--- src/rtl/xy2_pkg.sv ---
// Shared constants, state encoding and setpoint alignment helpers for the XY2-100 receiver.
package xy2_pkg;

  localparam int unsigned FRAME_BITS  = 20;
  localparam int unsigned SHIFT_BITS  = FRAME_BITS - 1;
  localparam logic [2:0]  CTRL16      = 3'b001;
  localparam logic [17:0] MIDSCALE    = 18'h20000;
  localparam logic [7:0]  ERR_CNT_MAX = 8'd255;

  typedef logic [1:0] state_t;
  localparam state_t StIdle  = 2'd0;
  localparam state_t StData  = 2'd1;
  localparam state_t StCheck = 2'd2;

  function automatic logic [17:0] align_setpoint(input logic mode_18b, input logic [18:0] frame);
    return mode_18b ? frame[17:0] : {frame[15:0], 2'b00};
  endfunction

  function automatic logic ctrl_ok(input logic mode_18b, input logic [18:0] frame);
    return mode_18b ? frame[18] : (frame[18:16] == CTRL16);
  endfunction

endpackage

--- src/rtl/xy2_sync_edge.sv ---
// Multi-flop synchroniser for one asynchronous input, with an optional falling-edge pulse.
module xy2_sync_edge #(
  parameter int unsigned STAGES  = 2,
  parameter bit          FALL_EN = 1'b0
) (
  input  logic clk_in,
  input  logic cnt_rstn,
  input  logic d_i,
  output logic q_o,
  output logic fall_o
);

  logic [STAGES-1:0] sync_q;

  always_ff @(posedge clk_in or negedge cnt_rstn) begin
    if (!cnt_rstn) begin
      sync_q <= '0;
    end else begin
      sync_q <= {sync_q[STAGES-2:0], d_i};
    end
  end

  assign q_o = sync_q[STAGES-1];

  if (FALL_EN) begin : g_fall
    logic prev_q;
    always_ff @(posedge clk_in or negedge cnt_rstn) begin
      if (!cnt_rstn) begin
        prev_q <= 1'b0;
      end else begin
        prev_q <= q_o;
      end
    end
    assign fall_o = prev_q & ~q_o;
  end else begin : g_no_fall
    assign fall_o = 1'b0;
  end

endmodule

--- src/rtl/xy2_multi_rx.sv ---
// Multi-lane XY2-100(-E) setpoint receiver with framing/control/parity checks and link timeout.
// Define XY2_PARITY_CHECK_EN to enforce per-lane even parity; otherwise the parity bit is ignored.
module xy2_multi_rx
  import xy2_pkg::*;
#(
  parameter int unsigned NCH         = 2,
  parameter int unsigned SYNC_STAGES = 2,
  parameter int unsigned TIMEOUT_CYC = 820
) (
  input  logic              clk_in,
  input  logic              cnt_rstn,
  input  logic              xy_clk,
  input  logic              xy_sync,
  input  logic [NCH-1:0]    xy_d,
  input  logic              mode_18b,
  input  logic              err_clr,
  output logic [NCH*18-1:0] sp_data,
  output logic              sp_valid,
  output logic [7:0]        err_cnt,
  output logic              link_lost,
  output logic              xy_status
);

  localparam int unsigned ToW = $clog2(TIMEOUT_CYC + 1);

  logic           clk_s, clk_fall, sync_s, sync_fall_unused;
  logic [NCH-1:0] d_s, d_fall_unused;

  xy2_sync_edge #(.STAGES(SYNC_STAGES), .FALL_EN(1'b1)) u_clk_sync (
    .clk_in(clk_in), .cnt_rstn(cnt_rstn), .d_i(xy_clk), .q_o(clk_s), .fall_o(clk_fall)
  );

  xy2_sync_edge #(.STAGES(SYNC_STAGES), .FALL_EN(1'b0)) u_sync_sync (
    .clk_in(clk_in), .cnt_rstn(cnt_rstn), .d_i(xy_sync), .q_o(sync_s), .fall_o(sync_fall_unused)
  );

  for (genvar i = 0; i < NCH; i++) begin : g_d_sync
    xy2_sync_edge #(.STAGES(SYNC_STAGES), .FALL_EN(1'b0)) u_d_sync (
      .clk_in(clk_in), .cnt_rstn(cnt_rstn), .d_i(xy_d[i]), .q_o(d_s[i]),
      .fall_o(d_fall_unused[i])
    );
  end

  logic clk_s_unused;
  assign clk_s_unused = clk_s;

  state_t                state_q, state_d;
  logic                  armed_q, armed_d;
  logic [4:0]            count_q, count_d;
  logic [NCH-1:0][18:0]  shreg_q, shreg_d;
  logic [NCH-1:0]        par_q, par_d;
  logic                  mode_q, mode_d;
  logic [NCH-1:0][17:0]  sp_q, sp_d;
  logic                  sp_valid_q, sp_valid_d;
  logic [7:0]            err_cnt_q, err_cnt_d;
  logic                  sticky_q, sticky_d;
  logic [ToW-1:0]        to_cnt_q, to_cnt_d;
  logic                  link_lost_q, timeout;
  logic                  frame_err, frame_ok, err_evt;

  always_comb begin
    frame_ok = 1'b1;
    for (int i = 0; i < NCH; i++) begin
`ifdef XY2_PARITY_CHECK_EN
      if ((^shreg_q[i]) ^ par_q[i]) frame_ok = 1'b0;
`endif
      if (!ctrl_ok(mode_q, shreg_q[i])) frame_ok = 1'b0;
    end
  end

`ifndef XY2_PARITY_CHECK_EN
  logic par_unused;
  assign par_unused = ^par_q;
`endif

  always_comb begin
    if (clk_fall) begin
      to_cnt_d = '0;
    end else if (to_cnt_q == ToW'(TIMEOUT_CYC)) begin
      to_cnt_d = to_cnt_q;
    end else begin
      to_cnt_d = to_cnt_q + ToW'(1);
    end
  end
  assign timeout = (to_cnt_d == ToW'(TIMEOUT_CYC));

  always_comb begin
    state_d   = state_q;
    armed_d   = armed_q;
    count_d   = count_q;
    shreg_d   = shreg_q;
    par_d     = par_q;
    mode_d    = mode_q;
    frame_err = 1'b0;
    case (state_q)
      StIdle: begin
        if (clk_fall) begin
          if (!sync_s) begin
            armed_d = 1'b1;
          end else if (armed_q) begin
            for (int i = 0; i < NCH; i++) shreg_d[i] = {shreg_q[i][17:0], d_s[i]};
            count_d = 5'd1;
            mode_d  = mode_18b;
            state_d = StData;
          end
        end
      end
      StData: begin
        if (clk_fall) begin
          if (sync_s && (count_q < 5'(SHIFT_BITS))) begin
            for (int i = 0; i < NCH; i++) shreg_d[i] = {shreg_q[i][17:0], d_s[i]};
            count_d = count_q + 5'd1;
          end else if (!sync_s && (count_q == 5'(SHIFT_BITS))) begin
            par_d   = d_s;
            state_d = StCheck;
          end else begin
            frame_err = 1'b1;
            state_d   = StIdle;
            armed_d   = 1'b0;
          end
        end
      end
      StCheck: begin
        state_d = StIdle;
        armed_d = 1'b1;
      end
      default: begin
        state_d = StIdle;
        armed_d = 1'b0;
      end
    endcase
    // A dead link discards any partial frame silently.
    if (timeout) begin
      state_d   = StIdle;
      armed_d   = 1'b0;
      frame_err = 1'b0;
    end
  end

  always_comb begin
    err_evt    = frame_err || ((state_q == StCheck) && !frame_ok);
    sp_valid_d = (state_q == StCheck) && frame_ok;
    for (int i = 0; i < NCH; i++) begin
      sp_d[i] = sp_valid_d ? align_setpoint(mode_q, shreg_q[i]) : sp_q[i];
    end
    if (err_evt) begin
      err_cnt_d = err_clr ? 8'd1 :
                  ((err_cnt_q == ERR_CNT_MAX) ? err_cnt_q : err_cnt_q + 8'd1);
      sticky_d  = 1'b1;
    end else if (err_clr) begin
      err_cnt_d = 8'd0;
      sticky_d  = 1'b0;
    end else begin
      err_cnt_d = err_cnt_q;
      sticky_d  = sticky_q;
    end
  end

  always_ff @(posedge clk_in or negedge cnt_rstn) begin
    if (!cnt_rstn) begin
      state_q     <= StIdle;
      armed_q     <= 1'b0;
      count_q     <= '0;
      shreg_q     <= '0;
      par_q       <= '0;
      mode_q      <= 1'b0;
      sp_q        <= {NCH{MIDSCALE}};
      sp_valid_q  <= 1'b0;
      err_cnt_q   <= '0;
      sticky_q    <= 1'b0;
      to_cnt_q    <= '0;
      link_lost_q <= 1'b0;
    end else begin
      state_q     <= state_d;
      armed_q     <= armed_d;
      count_q     <= count_d;
      shreg_q     <= shreg_d;
      par_q       <= par_d;
      mode_q      <= mode_d;
      sp_q        <= sp_d;
      sp_valid_q  <= sp_valid_d;
      err_cnt_q   <= err_cnt_d;
      sticky_q    <= sticky_d;
      to_cnt_q    <= to_cnt_d;
      link_lost_q <= timeout;
    end
  end

  assign sp_data   = sp_q;
  assign sp_valid  = sp_valid_q;
  assign err_cnt   = err_cnt_q;
  assign link_lost = link_lost_q;
  assign xy_status = link_lost_q | sticky_q;

endmodule

--- config.mk ---
export PLATFORM = sky130hd
export DESIGN_NAME = xy2_multi_rx
export DESIGN_NICKNAME = d
export VERILOG_FILES = /design/src/rtl/xy2_pkg.sv /design/src/rtl/xy2_sync_edge.sv /design/src/rtl/xy2_multi_rx.sv
export SDC_FILE = /design/constraint.sdc
export NUM_CORES = 1
export LEC_CHECK = 0
export CAP_MARGIN = 20
export CORE_AREA = 2 2 118 120
export DETAILED_ROUTE_END_ITERATION = 8
export DIE_AREA = 0 0 120 122
export PLACE_DENSITY = 0.56
export REMOVE_ABC_BUFFERS = 1
export SYNTH_ARGS = -nofsm -noshare
export SYNTH_HDL_FRONTEND = slang
export SYNTH_SLANG_ARGS = --single-unit
--- constraint.sdc ---
create_clock -name clk_in -period 2.3 [get_ports clk_in]
set_clock_uncertainty 0.2 [all_clocks]
set_input_delay 0.46 -clock clk_in [delete_from_list [all_inputs] [get_ports clk_in]]
set_output_delay 0.46 -clock clk_in [all_outputs]
set_load 0.05 [all_outputs]
Yosys cells after proc, flatten, opt, wreduce, memory -nomap -nowiden
Index checks and enable logic that the tools add are counted.
- register bits after elaboration: 113
- logic and storage cells: 107
- bits of input ports: 8
- output and inout bits: 47
- reduce and logical (&&, ||, !) cells: 15
- $lt $le $gt $ge: 1
- eq/ne operators: 21
- bitwise gates (word level): 3
- multiplexer cells: 46
- add/sub/neg operators: 3
- operator list (kind ; count):
    2-to-1 mux 38 bit ; 5
    one-hot mux 38 bit (2 select lines) ; 1
    2-to-1 mux 18 bit ; 2
    2-to-1 mux 8 bit ; 4
    2-to-1 mux 5 bit ; 5
    equality test 10 bit, second input constant ; 2
    2-to-1 mux 10 bit ; 2
    != test 3 bit, second input constant ; 6
    2-to-1 mux 1 bit ; 17
    2-to-1 mux 2 bit ; 7
    adder 10 x 1 -> 10 bit, second input constant ; 1
    != test 2 bit, second input constant ; 5
    one-hot mux 5 bit (2 select lines) ; 1
    AND reduction 5 bit ; 2
    adder 8 x 1 -> 8 bit, second input constant ; 1
    equality test 8 bit, second input constant ; 1
    equality test 3 x 1 -> 1 bit, second input constant ; 2
    AND reduction 6 bit ; 1
    adder 5 x 1 -> 5 bit, second input constant ; 1
    equality test 5 bit, second input constant ; 1
    less-than comparator 5 bit, second input constant ; 1
    logical AND 1 bit ; 4
    one-hot mux 2 bit (2 select lines) ; 1
    AND reduction 4 bit ; 1
    13 further kinds ; 15

Logic depth before layout (Yosys ltp)
- word-level depth: 10
- gate-level depth with buffers: 8

By module
Synthesis repeated with hierarchy kept, for this count alone.
- cells, all modules: 450
- area total of the unflattened synthesis: 5071.1 µm²
- modules (own cells, without submodules) (module ; sequential area each (µm²) ; instances ; cells each ; area an instance (µm²)):
    xy2_multi_rx ; 2605.0 ; 1 ; 434 ; 4798.4
    xy2_sync_edge (g_d_sync[0].u_d_sync ...) ; 50.0 ; 3 ; 4 ; 61.3
    xy2_sync_edge (u_clk_sync) ; 75.1 ; 1 ; 4 ; 88.8

Worst setup path after synthesis
Ideal clock, no wire load.
- path kind: reg-to-reg
- start: reg count_q[0]
- end: reg err_cnt_q[7] (netlist: err_cnt[7])
- path buffers: 0
- arrival: 2.011 ns
- stages on the path, launching flop included: 7
- period minus slack after synthesis: 2.339 ns
- slack: -0.039 ns
- path through: dfrtp_1 > ha_1 > a21o_2 > a31oi_4 > o21ai_4 > or4_1 > mux2_1
- longest elaborated chain between the ends: 10
- elaborated cells on any way between the ends: 13
- RTL lines (item ; RTL line ; text):
    from (decl) ; xy2_multi_rx.sv:49 ; logic [4:0] count_q, count_d;
    from (signal assigned) ; xy2_multi_rx.sv:176 ; count_q <= count_d;
    branches (longest 3 deep; another with less-than comparator 5 bit) ; -- ;
    2-to-1 mux 1 bit * ; xy2_multi_rx.sv:110 ; if (sync_s && (count_q < 5'(SHIFT_BITS))) begin
    2-to-1 mux 1 bit * ; xy2_multi_rx.sv:109 ; if (clk_fall) begin
    2-to-1 mux 1 bit * ; xy2_multi_rx.sv:95 ; case (state_q)
    2-to-1 mux 1 bit * ; xy2_multi_rx.sv:133 ; if (timeout) begin
    logical OR 1 bit * ; xy2_multi_rx.sv:141 ; err_evt = frame_err || ((state_q == StCheck) && !frame_ok);
    nonzero test 2 bit (no source line) ; -- ;
    AND reduction 2 bit (no source line) ; -- ;
    to (signal assigned) ; xy2_multi_rx.sv:182 ; err_cnt_q <= err_cnt_d;
    to (decl) ; xy2_multi_rx.sv:55 ; logic [7:0] err_cnt_q, err_cnt_d;
Mark *: on every way between the ends.
A chain may end at the register's enable or synchronous reset.

Worst setup path after layout
Ends and elaborated chain as after synthesis.

==> results.txt <==
The data arrival time of the worst path came out at between 2 and 2.5 ns. The count of final hold-check violations is 0. The via count of the first global-routing pass came out at 3453. In this run, synthesis inferred 0 flip-flops with an integrated enable. The cell area reported after detailed placement is 0.00583 mm^2.

The initial antenna violation count came out at 0. Pin placement for this block handled 55 I/O pins. The dominant delay contributor by cell family on the critical path is compound AO/OA/AOI/OAI gates.

The slew at the pin closest to its max-slew limit came out at about 0.62 ns. The detailed placer's ending HPWL is slightly below 6000 um. The path length in cells of the critical path is 6.

The later pin in the worst-skew pair is clocked with a latency of 0.41 ns. The number of filler cells placed in the layout is 1254. The internal portion of the total power is about 4.6 mW.

The synthesized netlist contains 60 unique library cells. By area, the combinational part of the netlist is dominated by multiplexers. The final total negative setup slack is 0 ns. The finished layout cell area came out at 0.00657 mm^2. Cells with a size suffix above 1 make up 22.5% of the layout.

The number of cells on the worst hold path is 0. The clock root buffer is clkbuf_16. The total overflow reported by the global router is 0.

The pre-antenna-repair detailed-routing pass consisted of 4 iterations. The number of buffer cells added on primary ports is 54. The net switching component of the power came out at between 1.5 and 2 mW. The fraction of power spent switching nets came out at about a quarter. The smallest clock period supported by the final layout is computed as ~2.2 ns. The gate count of the mapped netlist came out at about 430. The clock transition time at the flip-flop clock pins of the worst setup and hold paths came out at 0.05 ns. The largest net degree at the start of global routing came out at 114.

Setup violations remaining at the end of the flow were counted as 0. The average routed wire per standard cell came out at 14.3 um. The number of H-tree levels is 4.

The die outline height came out at 122 um. Of the total synthesized cell area, the portion taken by XOR and XNOR cells is 0.701%. In this run the tightest slew margin relative to its limit is 58.7%. The largest single stage delay on the critical path is about 0.48 ns. The via density per instance is slightly below 5. The worst endpoint required time came out at between 2 and 2.5 ns. The antenna diode count came out at 0.

The number of warnings issued by yosys came out at 0. STA classifies the critical path endpoint as a flip-flop. Among all stages on the critical path, the largest delay is contributed by or4_1. The total via count in the routed design came out at 3435. The number of DRC markers in iteration 0 is around 160. The growth of design area from synthesis to finish is 31.4%.

The worst setup path is of the flip-flop to flip-flop kind. The worst setup path is launched from a flip-flop. The part of the Yosys area used for sequential elements is 56.6%.

The CTS sink count is ~110. TritonCTS built the clock tree. The compound-cell area share of the yosys netlist came out at 11.0%.

The number of slew-limit violations in the final report is 0. The synthesized netlist occupies a cell area of about 0.005 mm^2. The die outline area is between 0.01 and 0.015 mm^2. The DRC violation count after routing came out at 0. The standard cell core area came out at roughly 0.014 mm^2. The post-route clock period utilization is a little over nine tenths. Once detail routing completed, the nets flagged for antenna violations numbered 0. Static timing analysis puts the maximum clock frequency at roughly 450 MHz. The post-route worst hold slack came out at about 0.15 ns. The power density of the placed cells is about 950 mW/mm^2.

The area occupied by registers is ~0.0028 mm^2. The number of cells traversed by the worst register-to-register path came out at 6. In the synthesized netlist, mux cells make up roughly 16% of the area. The global placer's final weighted congestion came out at approximately 0.76. The leakage power total is a little over 3 nW. The post-synthesis sequential element count is around 110. The fraction of power consumed by sequential logic is 39.4%. Summing all multi-input logic gate instances after layout gives 0.00208 mm^2.

Of the total synthesized cell area, the portion taken by full adders, half adders and majority gates is about 1%. The post-synthesis async set-or-reset flop share is 100%. The routed wire length came out at roughly 9900 um. The simple logic cell fraction of the synthesized area came out at roughly an eighth. Traced cell by cell, the critical path runs through ha_2 -> a21o_2 -> a31oi_4 -> o21ai_4 -> or4_1 -> mux2_1. The initial utilization of the core area, before any placement, comes to 37.0%. The worst-case clock buffer depth is 2. The final net count is around 520. The global-route wire length before repair is ~17000 um.

The number of buffers created by CTS is 17. The portion of total power attributed to the clock network came out at 43.5%. Each instance of the synthesized netlist takes up on average between 10 and 15 um^2. The combined global-route utilization of all metal layers is ~14%. The floorplan has 43 rows. The number of buffers and inverters on the critical path is 0. The flow ran to the end, and the final reports show no timing, DRC or antenna violations. In the synthesized netlist the dominant register cell turns out to be dfrtp_1. The number of max-cap violations came out at 0. The maximum vdd drop came out at around 480 uV. Along the worst path, the maximum fanout reaches 4. After layout, the design draws a total of 6.23 mW. The fraction of power consumed by combinational cells came out at 17.1%. The worst min-delay path class is flip-flop to flip-flop. The width of the chip came out at 120 um.
==> layer usage <==
metal / GRT usage [%] / vias up / routed length (um)
met4: 6.99 / 0 / 136
met5: 0 / - / 0
met3: 5.20 / 11 / 425
met1: 18.2 / 1672 / 4600
li1: - / 1691 / -
met2: 22.3 / 61 / 4760
==> flip-flops by register name, indices dropped and copies added (netlist names) <==
signal	flops
sp_data	36
state_q	2
armed_q	1
sticky_q	1
u_clk_sync.g_fall.prev_q	1
sp_valid	1
u_clk_sync.sync_q	2
link_lost	1
err_cnt	8
count_q	5
u_sync_sync.sync_q	2
shreg_q	38
mode_q	1
to_cnt_q	10
g_d_sync.u_d_sync.sync_q	4
==> synth_stat cells, types with 2 or more instances <==
library cell / instances / area [um^2]
dfrtp_1: 111 / 2780
nor2_1: 46 / 173
a21oi_1: 43 / 215
mux2_2: 39 / 439
mux2i_1: 33 / 330
inv_1: 17 / 63.8
o21ai_0: 16 / 80.1
nand3_1: 14 / 70.1
buf_2: 12 / 60.1
nand2_1: 6 / 22.5
or3_1: 6 / 37.5
clkbuf_1: 5 / 18.8
nand4_1: 5 / 31.3
ha_1: 4 / 50.1
nor4_1: 4 / 25.0
o21a_1: 4 / 30.0
xnor2_1: 4 / 35.0
a211oi_1: 3 / 22.5
nand3b_1: 3 / 22.5
or2_2: 3 / 18.8
a21o_1: 2 / 15.0
a31oi_1: 2 / 12.5
and2_1: 2 / 12.5
buf_1: 2 / 7.51
dfstp_2: 2 / 52.6
nand2b_1: 2 / 12.5
nor2b_1: 2 / 12.5
nor3_1: 2 / 10.0
o211a_1: 2 / 20.0
o211ai_1: 2 / 15.0
==> cell families after synthesis <==
logic type,Yosys count
compound gates,87
xor+xnor,4
fa+ha+maj,4
buf+inv,37
flops,113
mux,73
simple gates,110
==> area by class of cell <==
class	count	area share (%)
Timing Repair Buffer	76	11.6
Sequential cell	113	43.1
Tap cell	180	3.43
Multi-Input combinational cell	278	31.6
Clock buffer	26	7.30
Clock inverter	6	1.98
Inverter	17	0.971
==> power groups by stage <==
stage | combinational, mW | sequential, mW | clock (mW)
after global routing | 1.17 | 2.50 | 2.88
final | 1.07 | 2.45 | 2.71
after global placement | 0.990 | 2.47 | 0
after detailed placement | 1.01 | 2.48 | 0
after floorplan | 0.613 | 2.55 | 0
after CTS | 1.01 | 2.45 | 2.79
==> final timing paths <==
| path | from | end | slack (ns) |
|---|---|---|---|
| max | count_q[0]$_DFFE_PN0P_ | err_cnt[7]$_DFFE_PN0P_ | 0.06 |
| min | u_clk_sync.sync_q[0]$_DFF_PN0_ | u_clk_sync.sync_q[1]$_DFF_PN0_ | 0.15 |
| max reg2reg | count_q[0]$_DFFE_PN0P_ | err_cnt[7]$_DFFE_PN0P_ | 0.06 |
| min reg2reg | u_clk_sync.sync_q[0]$_DFF_PN0_ | u_clk_sync.sync_q[1]$_DFF_PN0_ | 0.15 |
| max in group asynchronous | cnt_rstn | mode_q$_DFFE_PN0P_ | 0.92 |
| min in group asynchronous | cnt_rstn | to_cnt_q[9]$_DFF_PN0_ | 0.46 |
==> through the flow <==
step	setup WS (ns)	utilization [%]	cells
2_1_floorplan	-1.46	-	408
3_3_place_gp	0.0793	43.2	657
3_5_place_dp	0.0325	43.2	657
4_1_cts	0.00477	47.7	690
5_1_grt	-0.00150	48.6	696
6_report	0.0630	48.6	696
==> cell usage in the layout (no fill, tap or decap), types with 7 or more instances in the layout <==
cell	netlist	layout
clkbuf_1	5	7
dfrtp_1	111	109
a21oi_1	43	42
nor2_1	46	46
inv_1	17	17
clkbuf_16	0	18
o21ai_0	16	16
dlygate4sd2_1	0	8
buf_4	0	20
nand3_1	14	14
mux2i_1	33	33
mux2_2	39	39
clkdlybuf4s50_1	0	37
==> timing repair <==
item / in CTS / in global routing
hold buffers: 1 / 0
setup buffers: 0 / 5
resized for setup: 8 / 15
cloned: 0 / 1
pin swaps: 0 / 3
endpoints found under the setup margin: 8 / 15
hold endpoints to repair: 111 / 0
(Power assumes the default switching activity.)
